**src/rtl/imem_loader.sv**
```systemverilog
// ---------------------------------------------------------------------------
// imem_loader
//
// Loads a program into instruction memory from a byte stream and holds the
// CPU in reset until the load finishes.
//
// Stream: LEN_LO, LEN_HI (16-bit little-endian word count N), then N words
// of four bytes each, least-significant byte first.
//
// Optional feature (macro IMEM_LOADER_CHECKSUM_EN): a running XOR of every
// data byte is kept. One extra checksum byte follows the last word. A match
// ends in DONE and a mismatch ends in ERR. With the macro undefined there is
// no checksum state or logic, and the load ends directly in DONE.
//
// Parameters:
//   ADDR_W     instruction-memory word-address width (capacity 2**ADDR_W)
//
// Ports:
//   clk        system clock, rising edge
//   rst        synchronous active-high reset
//   start      pulse; starts a load from IDLE, DONE or ERR
//   rx_valid   byte-stream valid
//   rx_data    byte-stream data
//   rx_ready   loader accepts a byte (transfer = rx_valid & rx_ready)
//   imem_we    one-cycle write strobe per assembled word
//   imem_addr  word address of the write
//   imem_wdata assembled instruction word
//   cpu_rst    high except after a successful load
//   done       level, load completed successfully
//   err        level, load aborted
// ---------------------------------------------------------------------------
module imem_loader #(
  parameter int ADDR_W = 8
) (
  input  logic              clk,
  input  logic              rst,
  input  logic              start,
  input  logic              rx_valid,
  input  logic [7:0]        rx_data,
  output logic              rx_ready,
  output logic              imem_we,
  output logic [ADDR_W-1:0] imem_addr,
  output logic [31:0]       imem_wdata,
  output logic              cpu_rst,
  output logic              done,
  output logic              err
);

`ifdef IMEM_LOADER_CHECKSUM_EN
  typedef enum logic [2:0] {
    S_IDLE, S_LEN0, S_LEN1, S_DATA, S_CSUM, S_DONE, S_ERR
  } state_t;
  localparam state_t S_AFTER_DATA = S_CSUM;
`else
  typedef enum logic [2:0] {
    S_IDLE, S_LEN0, S_LEN1, S_DATA, S_DONE, S_ERR
  } state_t;
  localparam state_t S_AFTER_DATA = S_DONE;
`endif

  localparam logic [31:0] CAPACITY = 32'(1) << ADDR_W;

  state_t              state_q, state_d;
  logic [15:0]         len_q, len_d;
  logic [1:0]          byte_idx_q, byte_idx_d;
  logic [ADDR_W-1:0]   addr_q, addr_d;
  logic [31:0]         wdata_q, wdata_d;
  logic                we_q, we_d;
  logic                rx_ready_q, rx_ready_d;
  logic                cpu_rst_q, cpu_rst_d;
  logic                done_q, done_d;
  logic                err_q, err_d;
`ifdef IMEM_LOADER_CHECKSUM_EN
  logic [7:0]          csum_q, csum_d;
`endif

  logic                xfer;
  logic                loading;
  logic [15:0]         len_new;
  logic                last_word;

  always_comb begin
    state_d    = state_q;
    len_d      = len_q;
    byte_idx_d = byte_idx_q;
    addr_d     = addr_q;
    wdata_d    = wdata_q;
    we_d       = 1'b0;
`ifdef IMEM_LOADER_CHECKSUM_EN
    csum_d     = csum_q;
`endif
    xfer       = rx_valid && rx_ready_q;
    len_new    = {rx_data, len_q[7:0]};
    // The address is widened before the compare, so a full-capacity load
    // (N = 2**ADDR_W) still finds its last word.
    last_word  = (32'(addr_q) + 32'd1) == 32'(len_q);

    case (state_q)
      S_IDLE, S_DONE, S_ERR: begin
        if (start) begin
          state_d    = S_LEN0;
          addr_d     = '0;
          byte_idx_d = '0;
          wdata_d    = '0;
`ifdef IMEM_LOADER_CHECKSUM_EN
          csum_d     = '0;
`endif
        end
      end
      S_LEN0: begin
        if (xfer) begin
          len_d[7:0] = rx_data;
          state_d    = S_LEN1;
        end
      end
      S_LEN1: begin
        if (xfer) begin
          len_d[15:8] = rx_data;
          if (len_new == 16'd0)
            state_d = S_AFTER_DATA;
          else if (32'(len_new) > CAPACITY)
            state_d = S_ERR;
          else
            state_d = S_DATA;
        end
      end
      S_DATA: begin
        // The cycle after a write strobe advances the address. After the
        // last word the address is left alone, so it never wraps.
        if (we_q) begin
          if (last_word)
            state_d = S_AFTER_DATA;
          else
            addr_d = addr_q + ADDR_W'(1);
        end else if (xfer) begin
          wdata_d    = {rx_data, wdata_q[31:8]};
          byte_idx_d = byte_idx_q + 2'd1;
`ifdef IMEM_LOADER_CHECKSUM_EN
          csum_d     = csum_q ^ rx_data;
`endif
          if (byte_idx_q == 2'd3)
            we_d = 1'b1;
        end
      end
`ifdef IMEM_LOADER_CHECKSUM_EN
      S_CSUM: begin
        if (xfer)
          state_d = (rx_data == csum_q) ? S_DONE : S_ERR;
      end
`endif
      default: state_d = S_IDLE;
    endcase

    // All outputs are registered from the next-state view, so they line up
    // with the state they describe.
    loading = (state_d == S_LEN0) || (state_d == S_LEN1) || (state_d == S_DATA);
`ifdef IMEM_LOADER_CHECKSUM_EN
    loading = loading || (state_d == S_CSUM);
`endif
    rx_ready_d = loading && !we_d;
    cpu_rst_d  = (state_d != S_DONE);
    done_d     = (state_d == S_DONE);
    err_d      = (state_d == S_ERR);
  end

  always_ff @(posedge clk) begin
    if (rst) begin
      state_q    <= S_IDLE;
      len_q      <= '0;
      byte_idx_q <= '0;
      addr_q     <= '0;
      wdata_q    <= '0;
      we_q       <= 1'b0;
      rx_ready_q <= 1'b0;
      cpu_rst_q  <= 1'b1;
      done_q     <= 1'b0;
      err_q      <= 1'b0;
`ifdef IMEM_LOADER_CHECKSUM_EN
      csum_q     <= '0;
`endif
    end else begin
      state_q    <= state_d;
      len_q      <= len_d;
      byte_idx_q <= byte_idx_d;
      addr_q     <= addr_d;
      wdata_q    <= wdata_d;
      we_q       <= we_d;
      rx_ready_q <= rx_ready_d;
      cpu_rst_q  <= cpu_rst_d;
      done_q     <= done_d;
      err_q      <= err_d;
`ifdef IMEM_LOADER_CHECKSUM_EN
      csum_q     <= csum_d;
`endif
    end
  end

  assign rx_ready   = rx_ready_q;
  assign imem_we    = we_q;
  assign imem_addr  = addr_q;
  assign imem_wdata = wdata_q;
  assign cpu_rst    = cpu_rst_q;
  assign done       = done_q;
  assign err        = err_q;

endmodule
```
**config.mk**
```make
export PLATFORM = sky130hd
export DESIGN_NAME = imem_loader
export DESIGN_NICKNAME = d
export VERILOG_FILES = /design/src/rtl/imem_loader.sv
export SDC_FILE = /design/constraint.sdc
export NUM_CORES = 1
export LEC_CHECK = 0
export BUFFER_PORTS_ARGS = -buffer_cell sky130_fd_sc_hd__buf_2
export CAP_MARGIN = 25
export CORE_ASPECT_RATIO = 1.5
export CORE_MARGIN = 2
export CORE_UTILIZATION = 59
export DETAILED_ROUTE_END_ITERATION = 8
export HOLD_SLACK_MARGIN = 0.12
export PLACE_DENSITY_LB_ADDON = 0.12
export SLEW_MARGIN = 20
export SYNTH_ARGS = -nofsm -noshare
export SYNTH_HDL_FRONTEND = slang
export SYNTH_SLANG_ARGS = --single-unit
```
**constraint.sdc**
```tcl
create_clock -name clk -period 3.95 [get_ports clk]
set_input_delay 1.185 -clock clk [delete_from_list [all_inputs] [get_ports clk]]
set_output_delay 1.185 -clock clk [all_outputs]
set_load 0.05 [all_outputs]
```
* Yosys cells after proc, flatten, opt, wreduce, memory -nomap -nowiden
Cells that the tools add are included.
** Cells by class
- Reductions and logical operators :: 13
- Muxes and demuxes :: 24
- Magnitude comparators :: 1
- Eq/ne operators :: 18
- Add/sub/neg operators :: 3
** Operators by type and width (number)
- $mux 32 :: 3
- $pmux 32 s2 :: 1
- $mux 8 :: 3
- $mux 3 :: 7
- $eq 9x16->1 :: 1
- $gt 16x9->1 const B :: 1
- $logic_not 16->1 :: 1
- $pmux 8 s2 :: 1
- $eq 3x2->1 const B :: 4
- $eq 3x3->1 const B :: 4
- $pmux 3 s4 :: 1
- $ne 2x2->1 const B :: 5
- $add 8x1->9 const B :: 1
- $add 8x1->8 const B :: 1
- $reduce_and 4->1 :: 2
- $eq 3x1->1 const B :: 2
- $mux 2 :: 3
- $mux 1 :: 4
- $pmux 2 s2 :: 1
- $reduce_and 2->1 :: 2
- $logic_not 3->1 :: 1
- $ne 3x3->1 const B :: 1
- $reduce_or 3->1 :: 1
- $add 2x1->2 const B :: 1
- other kinds (5) :: 7
** Word-level totals
- Input bits :: 12
- Bits in registers :: 66
- Output and inout port bits :: 45
- Word-level logic and storage cells :: 70

* Logic depth before layout (Yosys ltp)
Gate-level depths: netlist of run 1.
- Word-level depth :: 9
- Depth in mapped cells :: 8
- Depth with buffers taken out :: 7

* Worst setup path after synthesis of run 1
Ideal clock, no wire load.
- Kind :: input-to-reg
- Start point :: input rx_data[5]
- End point :: register rx_ready_q, in the netlist rx_ready
- Data required time :: 3.862 ns
- Path buffers :: 0
- Data arrival time :: 2.645 ns
- Library setup time :: 0.088 ns
- Setup slack :: 1.216 ns
- Stages :: 6
- Cell sequence :: or4_1 nor4_2 nand3b_1 o31a_1 nor3b_1 a311oi_2
** On the way
- Longest elaborated chain between the ends :: 9
- Elaborated cells on any way between the ends :: 12
- Classes of those cells :: order compare: 1; eq/ne: 3; mux: 4; reduce/logical: 4
** RTL lines
- from (decl) :: line 39 : input logic [7:0] rx_data,
- $gt 16x9->1 :: line 121 : else if (32'(len_new) > CAPACITY)
- $mux 3 :: line 121
- $mux 3 * :: line 119 : if (len_new == 16'd0)
- $mux 3 * :: line 117 : if (xfer) begin
- $pmux 3 s4 * :: line 98 : case (state_q)
- $eq 3x1->1 or $eq 3x2->1 (tied branches) :: line 156 : loading = (state_d == S_LEN0) || (state_d == S_LEN1) || (state_d == S_DATA);
- $logic_or 1x1->1 :: line 156
- $logic_or 1x1->1 * :: line 156
- $logic_and 1x1->1 * :: line 160 : rx_ready_d = loading && !we_d;
- to (signal assigned) :: line 188 : rx_ready_q <= rx_ready_d;
- to (decl) :: line 69 : logic rx_ready_q, rx_ready_d;
Every way passes the cells marked *; elsewhere a longest branch is shown, timed or not.
A chain may end at the register's enable or synchronous reset.

* Worst setup path after layout of run 1
Same ends and word-level chain as after synthesis.

==> flow_metrics.tcl, run 1 <==
set metrics [dict create \
    r2r_start "imem_addr[0]" \
    cap_violations 0 \
    async_flop_share 0 \
    antenna_found_initial 0 \
    die_w_um 61.86 \
    io_pins 57 \
    synth_edf_count 0 \
    grt_max_degree 44 \
    core_area_um2 4848 \
    worstMarginPinSlew_ps 806.5 \
    htreeDepth 3 \
    cellLeakagePower_nw 1.373 \
    seq_power_share 0.454 \
    finalSetupViolCount 0 \
    grt_usage 0.2823 \
    ir_drop_uv 330.5 \
    wl_mm 7.219 \
    dr.pass1.iters 4 \
    final-instance-count-excl-fill 467 \
    rsz0062_at_grt "no" \
    drtIter0Drc 138 \
    nNetsFinal 410 \
    grt_pass1_wl_mm 12.00 \
    synth_cells 348 \
    slew_headroom 0.4583 \
    timing.critical_path.to "rx_ready" \
    p_int_mw 1.143 \
    cts_buffer_depth 2 \
    cts_resized 0 \
    drive_gt1_frac 0.2294 \
    post_cts_buffers 0 \
    p_clk_frac 0.471 \
    routabilityCongestion 0.8910 \
    antenna_left 0 \
    slew_viol_final 0 \
    viasPerCell 5.799 \
    cts_hold_buf 0 \
    crit_start "rx_data[5]" \
    rrSetupSlack_ps 1300 \
    yosys_warnings 0 \
    hold_viol_final 0 \
    critPathKind "in -> reg" \
    fillers 387 \
    cts.clk_slew.worst_paths_ps 70 \
    mostFrequentLayoutCell "dfxtp_1" \
    grt_pass1_vias 2521 \
    die_area_um2 5616 \
    r2r_end "imem_addr[5]" \
    hold_class "reg -> reg" \
    period_needed_ps 2780 \
    critPathRequiredTime_ps 4200 \
    synth_nets 362 \
    vias 2708 \
    hold_ws_ps 452.4 \
    comb_power_share 0.075 \
    cts_inserted_buffers 9 \
    clk_latency_ps 340 \
    io_buffers 56 \
    die_y_um 90.79 \
    fmax_ghz 0.3597 \
    critPathCaptureType "register" \
    clock_sinks 66 \
    synth_flop_cell "dfxtp_1" \
    p_per_area_nw_per_um2 426.3 \
    arrival_ps 3030 \
    p_sw_uw 356.2 \
    synth.avg_cell_area_um2 8.514 \
    area_delta_synth_final_pct 18.67 \
    n_antenna_cell 0 \
    synth-seq-cells 66 \
    cts_tree "built" \
    crit_fanout 4 \
    post-route-period-util 0.7038 \
    finClkSkew_ps 5.544 \
    initial_utilization 0.6111 \
    root_buffer "clkbuf_8" \
    synth.distinct_cells 50 \
    gr-total-overflow 0 \
    ys_seq_area_frac 0.4459 \
    final_cell_mix "66 x dfxtp_1, 56 x buf_2, 46 x nand2_1" \
    rows 31 \
    p_sw_frac 0.2377 \
    crit_path_start_kind "input pin" \
    syn_area_um2 2963 \
    wl_per_cell_um 15.46 \
    drc 0 \
    hpwl_mm 4.890 \
    tns_ps 0 \
    status "complete, no violations" \
    reg2regPathDepth 7 \
    dp.cells 451 \
]
-- worst max-delay path: stages --
cell and delay, ps:
buf_2 120, or4_1 540, nor4_2 310, nand3b_1 160
o31a_1 330, nor3b_1 150, a311oi_2 240
-- kinds of logic (layout without fill, tap and decap cells) --
family                   count (synthesis)  in the layout  share of synthesized area
AND/OR/NAND/NOR                        154            154                     0.2707
flip-flops                              66             66                     0.4459
XOR/XNOR                                10             10                    0.02956
multiplexers                            17             17                    0.05743
buffers and inverters                   27             80                    0.03969
AO/OA/AOI/OAI                           72             72                     0.1482
adder cells (fa/ha/maj)                  2              2                   0.008445
-- how the worst min path moves through the flow --
| stage | slack (ps) | startpoint | to | depth (start not counted) |
|---|---|---|---|---|
| after detailed placement | 440 | imem_wdata[0] | imem_wdata[0] | 2 |
| final | 450 | imem_wdata[3] | imem_wdata[3] | 2 |
| after global routing | 470 | imem_wdata[2] | imem_wdata[2] | 2 |
| after CTS | 460 | imem_wdata[0] | imem_wdata[0] | 2 |
| after floorplan | 440 | byte_idx_q[1] | byte_idx_q[1] | 2 |
| after global placement | 440 | imem_wdata[3] | imem_wdata[3] | 2 |
-- final cells by class --
class | count | area (µm²) | share of cell area
repair buffers | 61 | 317.8 | 0.09039
well taps | 66 | 82.58 | 0.02349
clock inverters | 6 | 112.6 | 0.03203
inverters | 3 | 11.26 | 0.003203
clock buffers | 10 | 137.6 | 0.03915
multi-input cells | 255 | 1533 | 0.4359
flip-flops and latches | 66 | 1321 | 0.3758
-- power by group through the flow --
stage	sequential (mW)	combinational (mW)	clock [mW]
after CTS	0.680	0.112	0.715
final	0.681	0.112	0.706
after floorplan	0.703	0.0722	0
after global routing	0.681	0.122	0.740
after global placement	0.696	0.110	0
after detailed placement	0.696	0.111	0
-- cells in the mapped netlist (all sizes together) (7+ instances only) --
master	number	area (µm²)
buf	7	42.53
nor2	26	105.1
nand2b	8	50.05
nand2	47	183.9
nor3	8	40.04
mux2i	17	170.2
dfxtp	66	1321
o21ai	7	35.03
a21oi	45	229.0
nand3	36	180.2
clkbuf	17	63.81
-- flip-flops by register name (all words and copies together), names as in the netlist --
signal      count
byte_idx_q      2
cpu_rst         1
done            1
err             1
imem_addr       8
imem_wdata     32
imem_we         1
len_q          16
rx_ready        1
state_q         3
-- per-layer routing --
metal	up-vias	share of wire	global-route usage
li1	1322	-	-
met1	1277	0.40	0.3485
met2	91	0.52	0.4465
met3	18	0.049	0.08023
met4	0	0.030	0.1170
met5	-	0	0
-- per-stage QoR --
stage               power [mW]  cell area, µm²  worst slack (ps)    util
floorplan               0.7751            2963              1216       -
global placement        0.8055            3266             905.3  0.6735
detailed placement      0.8073            3266             811.3  0.6735
CTS                      1.508            3516              1166  0.7252
global route             1.543            3516              1084  0.7252
finish                   1.499            3516              1170  0.7252
(Power assumes the default switching activity.)
==> run 2: changes to the inputs <==
--- a/config.mk
+++ b/config.mk
@@ -9,7 +9,7 @@
 export CAP_MARGIN = 25
 export CORE_ASPECT_RATIO = 1.5
 export CORE_MARGIN = 2
-export CORE_UTILIZATION = 59
+export CORE_UTILIZATION = 55
 export DETAILED_ROUTE_END_ITERATION = 8
 export HOLD_SLACK_MARGIN = 0.12
 export PLACE_DENSITY_LB_ADDON = 0.12
==> constraint.sdc (replaced) <==
create_clock -name clk -period 2.8 [get_ports clk]
set_input_delay 0.84 -clock clk [delete_from_list [all_inputs] [get_ports clk]]
set_output_delay 0.84 -clock clk [all_outputs]
set_load 0.05 [all_outputs]
==> run 2 against run 1 <==
Net effect:
- wire length grew 0.39%
- clock power up 25%
- sequential share of layout area rose by 0.080 points
- global-route usage down 2.4 points
- via count shrank 0.85%
- combinational power grew 46%
- sequential power grew 41%
- final area shrank 0.21%
- worst hold slack lost 5.2 ps
==> flow_metrics.tcl, run 2 (synthesis results as in run 1) <==
set metrics [dict create \
    nNetsFinal 413 \
    comb_power_share 0.082 \
    finalSetupViolCount 0 \
    stdcell_area_um2 3508 \
    finClkSkew_ps 9.750 \
    slew_headroom 0.5625 \
    wl_mm 7.247 \
    io_buffers 56 \
    cts_resized 0 \
    vias 2685 \
    slew_viol_final 0 \
    cellLeakagePower_nw 1.367 \
    die_area_um2 6002 \
    antenna_found_initial 0 \
    mostFrequentLayoutCell "dfxtp_1" \
    io_pins 57 \
    pre_cts_ws_ps 54.00 \
    drive_gt1_frac 0.2351 \
    slowest_delay_ps 530 \
    worstMarginPinSlew_ps 656.2 \
    crit_fanout 4 \
    die_w_um 63.93 \
    period_needed_ps 2434 \
    hold_ws_ps 447.2 \
    dp.cells 456 \
    die_y_um 93.89 \
    p_sw_uw 506.5 \
    dr.pass1.iters 5 \
    cts.clk_slew.worst_paths_ps 80 \
    worst_slack_ps 366.3 \
    tns_ps 0 \
    viasPerCell 5.689 \
    path_cells "buf_2 -> or4_1 -> nor4_2 -> nand3b_1 -> o31a_1 -> nor3b_1 -> a311oi_2" \
    hold_class "reg -> reg" \
    post-route-period-util 0.8692 \
    p_sw_frac 0.2529 \
    p_int_mw 1.496 \
    worst-path-buf-inv 1 \
    fillers 448 \
    arrival_ps 2700 \
    grt_pass1_wl_mm 12.07 \
    grt_pass1_vias 2596 \
    clock_sinks 66 \
    hold_viol_final 0 \
    cts_inserted_buffers 9 \
    core_area_um2 5165 \
    crit_slowest_cell "or4_1" \
    p_per_area_nw_per_um2 570.9 \
    cts_hold_buf 0 \
    critPathRequiredTime_ps 3060 \
    routabilityCongestion 0.8817 \
    rows 32 \
    final_core_util 0.6793 \
    grt_usage 0.2585 \
    critPathCaptureType "register" \
    rsz0062_at_grt "no" \
    gr-total-overflow 0 \
    final-instance-count-excl-fill 472 \
    seq_power_share 0.479 \
    crit_path_start_kind "input pin" \
    cpLargestDelayFamily "simple AND/OR/NAND/NOR gates" \
    htreeDepth 3 \
    critPathKind "in -> reg" \
    root_buffer "clkbuf_8" \
    clk_latency_ps 340 \
    drtIter0Drc 156 \
    wl_per_cell_um 15.35 \
    antenna_left 0 \
    place_area_um2 3291 \
    post_cts_buffers 0 \
    final_cell_mix "66 x dfxtp_1, 56 x buf_2, 46 x nand2_1" \
    drc 0 \
    initial_utilization 0.5736 \
    n_antenna_cell 0 \
    grt_max_degree 42 \
    cap_violations 0 \
    cts_tree "built" \
    p_total_mw 2.003 \
    area_delta_synth_final_pct 18.41 \
    status "complete, no violations" \
    ir_drop_uv 566.8 \
    hpwl_mm 5.086 \
    largest_register_ffs 32 \
    cts_buffer_depth 2 \
    p_clk_frac 0.439 \
    fmax_ghz 0.4109 \
]
## run 2: final timing paths
path | from | endpoint | slack [ps] | cells past startpoint
hold reg to reg | imem_wdata[4] | imem_wdata[4] | 450 | 2
hold / removal | imem_wdata[4] | imem_wdata[4] | 450 | 2
setup / recovery | rx_data[5] | rx_ready | 370 | 7
setup reg to reg | imem_addr[0] | imem_addr[5] | 400 | 7
## run 2: worst register-to-register path, stage by stage (launching register included)
cell	delay, ps
dfxtp_1	440
ha_1	290
nand3_1	210
or3_1	420
nand4_1	200
nor4_4	60
or4_4	450
o31ai_1	240
## run 2: metal layers
layer | up-vias | GRT usage | wire length (µm)
met5 | - | 0 | 0
met2 | 69 | 0.4783 | 3859
met1 | 1274 | 0.2798 | 2957
met4 | 0 | 0.1033 | 118
met3 | 11 | 0.05635 | 312
li1 | 1331 | - | -
## run 2: area by class of cell
class	instances	area, µm²	area share
flip-flops and latches	66	1321	0.3766
clock inverters	7	93.84	0.02675
multi-input cells	255	1533	0.4369
well taps	68	85.08	0.02425
repair buffers	64	340.3	0.09700
clock buffers	9	123.9	0.03531
inverters	3	11.26	0.003210
## run 2: power groups by stage
stage               sequential (mW)  combinational, mW  clock [mW]
floorplan                     0.992              0.102           0
global placement              0.981              0.160           0
detailed placement            0.981              0.163           0
CTS                           0.959              0.164       0.889
global route                  0.961              0.179       0.924
finish                        0.959              0.164       0.880
==> run 3: changes to the inputs <==
==> constraint.sdc (replaced) <==
create_clock -name clk -period 2.8 [get_ports clk]
set_input_delay 0.28 -clock clk [delete_from_list [all_inputs] [get_ports clk]]
set_output_delay 0.28 -clock clk [all_outputs]
set_load 0.05 [all_outputs]
==> run 3 against run 2 <==
Net effect:
- sequential share of layout area increased by 0.43 points
- largest cell class unchanged
- critical path type is now reg -> reg
- first-iteration DRC count decreased by 8.3%
- highest routed layer unchanged
- wire length increased by 2.2%
- cell count decreased by 0.64%
==> flow_metrics.tcl, run 3 (synthesis results as in run 1) <==
set metrics [dict create \
    finClkSkew_ps 9.014 \
    regArea_um2 1321 \
    mostFrequentLayoutCell "dfxtp_1" \
    die_w_um 63.93 \
    period_needed_ps 2401 \
    initial_utilization 0.5736 \
    grt_pass1_vias 2610 \
    crit_fanout 6 \
    drtIter0Drc 143 \
    pre_cts_ws_ps 428.6 \
    drive_gt1_frac 0.2294 \
    fillers 470 \
    grtUsageMet1 0.3111 \
    status "complete, no violations" \
    busiest_layer "met2" \
    grt_pass1_wl_mm 12.51 \
    nNetsFinal 411 \
    clock_sinks 66 \
    grt_usage 0.2641 \
    wl_mm 7.409 \
    cts_buffer_depth 2 \
    cpLargestDelayFamily "simple AND/OR/NAND/NOR gates" \
    post-route-period-util 0.8576 \
    p_per_area_nw_per_um2 549.3 \
    routabilityCongestion 0.8281 \
    cap_violations 0 \
    critPathRequiredTime_ps 3040 \
    path_cells "ha_1 -> nand3_1 -> or3_1 -> nand4_1 -> nor4_4 -> or4_4 -> o31ai_1" \
    multi_input_area_um2 1533 \
    p_total_mw 1.905 \
    antenna_left 0 \
    slew_headroom 0.5853 \
    slew_viol_final 0 \
    io_pins 57 \
    ir_drop_uv 398.7 \
    antenna_found_initial 0 \
    cts_resized 0 \
    wl_per_cell_um 15.80 \
    area_delta_synth_final_pct 17.06 \
    critPathKind "reg -> reg" \
    cellLeakagePower_nw 1.346 \
    htreeDepth 3 \
    largest_register_ffs 32 \
    crit_path_start_kind "register" \
    root_buffer "clkbuf_8" \
    met3_usage 0.05156 \
    use_met2 0.4583 \
    gr-total-overflow 0 \
    die_area_um2 6002 \
    critPathCaptureType "register" \
    vias 2723 \
    final_core_util 0.6715 \
    grt_max_degree 47 \
    post_cts_buffers 0 \
    final_cell_mix "66 x dfxtp_1, 56 x buf_2, 46 x nand2_1" \
    slowest_delay_ps 450 \
    hold_viol_final 0 \
    hold_class "in -> reg" \
    cts.clk_slew.worst_paths_ps 70 \
    rsz0062_at_grt "no" \
    arrival_ps 2640 \
    finalSetupViolCount 0 \
    drc 0 \
    tns_ps 0 \
    cts_tree "built" \
    worst_slack_ps 398.6 \
    fmax_ghz 0.4164 \
    rows 32 \
    viasPerCell 5.806 \
    die_y_um 93.89 \
    io_buffers 56 \
    worst-path-buf-inv 0 \
    clk_latency_ps 340 \
    worstMarginPinSlew_ps 622.1 \
    crit_slowest_cell "or4_4" \
    n_antenna_cell 0 \
    cts_inserted_buffers 9 \
    core_area_um2 5165 \
    dr.pass1.iters 5 \
    hpwl_mm 5.104 \
    cts_hold_buf 0 \
]
## run 3: changes by cell type in the layout (fill, tap and decap cells not counted), sizes merged
cell,previous run,this run
buf,64,62
bufinv,2,1
clkbuf,9,10
clkinv,3,2
## run 3: final cells by class
type / instances / share of cell area
Clock buffer: 10 / 0.03968
Clock inverter: 5 / 0.01587
Inverter: 3 / 0.003247
Multi-Input combinational cell: 255 / 0.4419
Sequential cell: 66 / 0.3810
Tap cell: 68 / 0.02453
Timing Repair Buffer: 62 / 0.09379
## run 3: where the power goes
group | internal (mW) | switching [mW] | total (mW) | leakage (nW)
Sequential | 0.948 | 0.0127 | 0.961 | 0.532
Clock | 0.427 | 0.358 | 0.785 | 0.0941
Combinational | 0.0455 | 0.114 | 0.159 | 0.720
## run 3: worst reg2reg max path, cell delays in order (launching register included)
cell,delay [ps]
dfxtp_1,430
ha_1,300
nand3_1,210
or3_1,430
nand4_1,200
nor4_4,60
or4_4,450
o31ai_1,220
## run 3: path summary, 6_finish.rpt
check	from	to	slack, ps	cells after the start
worst max-delay path	imem_addr[0]	imem_addr[7]	400	7
worst min-delay path	rx_data[6]	len_q[6]	230	3
worst max register to register	imem_addr[0]	imem_addr[7]	400	7
worst min register to register	imem_wdata[3]	imem_wdata[3]	450	2
## run 3: through the flow
step           instance area (µm²)  hold WS, ps  std cells
4_1_cts                       3468        216.3        469
3_3_place_gp                  3276        437.4        454
6_report                      3468        226.9        469
3_5_place_dp                  3276        442.8        454
5_1_grt                       3468        235.2        469
2_1_floorplan                 2963        426.8        348
## run 3: routing by layer
metal	wire, µm	share of wire
met1	3071	0.41
met2	3859	0.52
met3	301	0.041
met4	176	0.024
met5	0	0
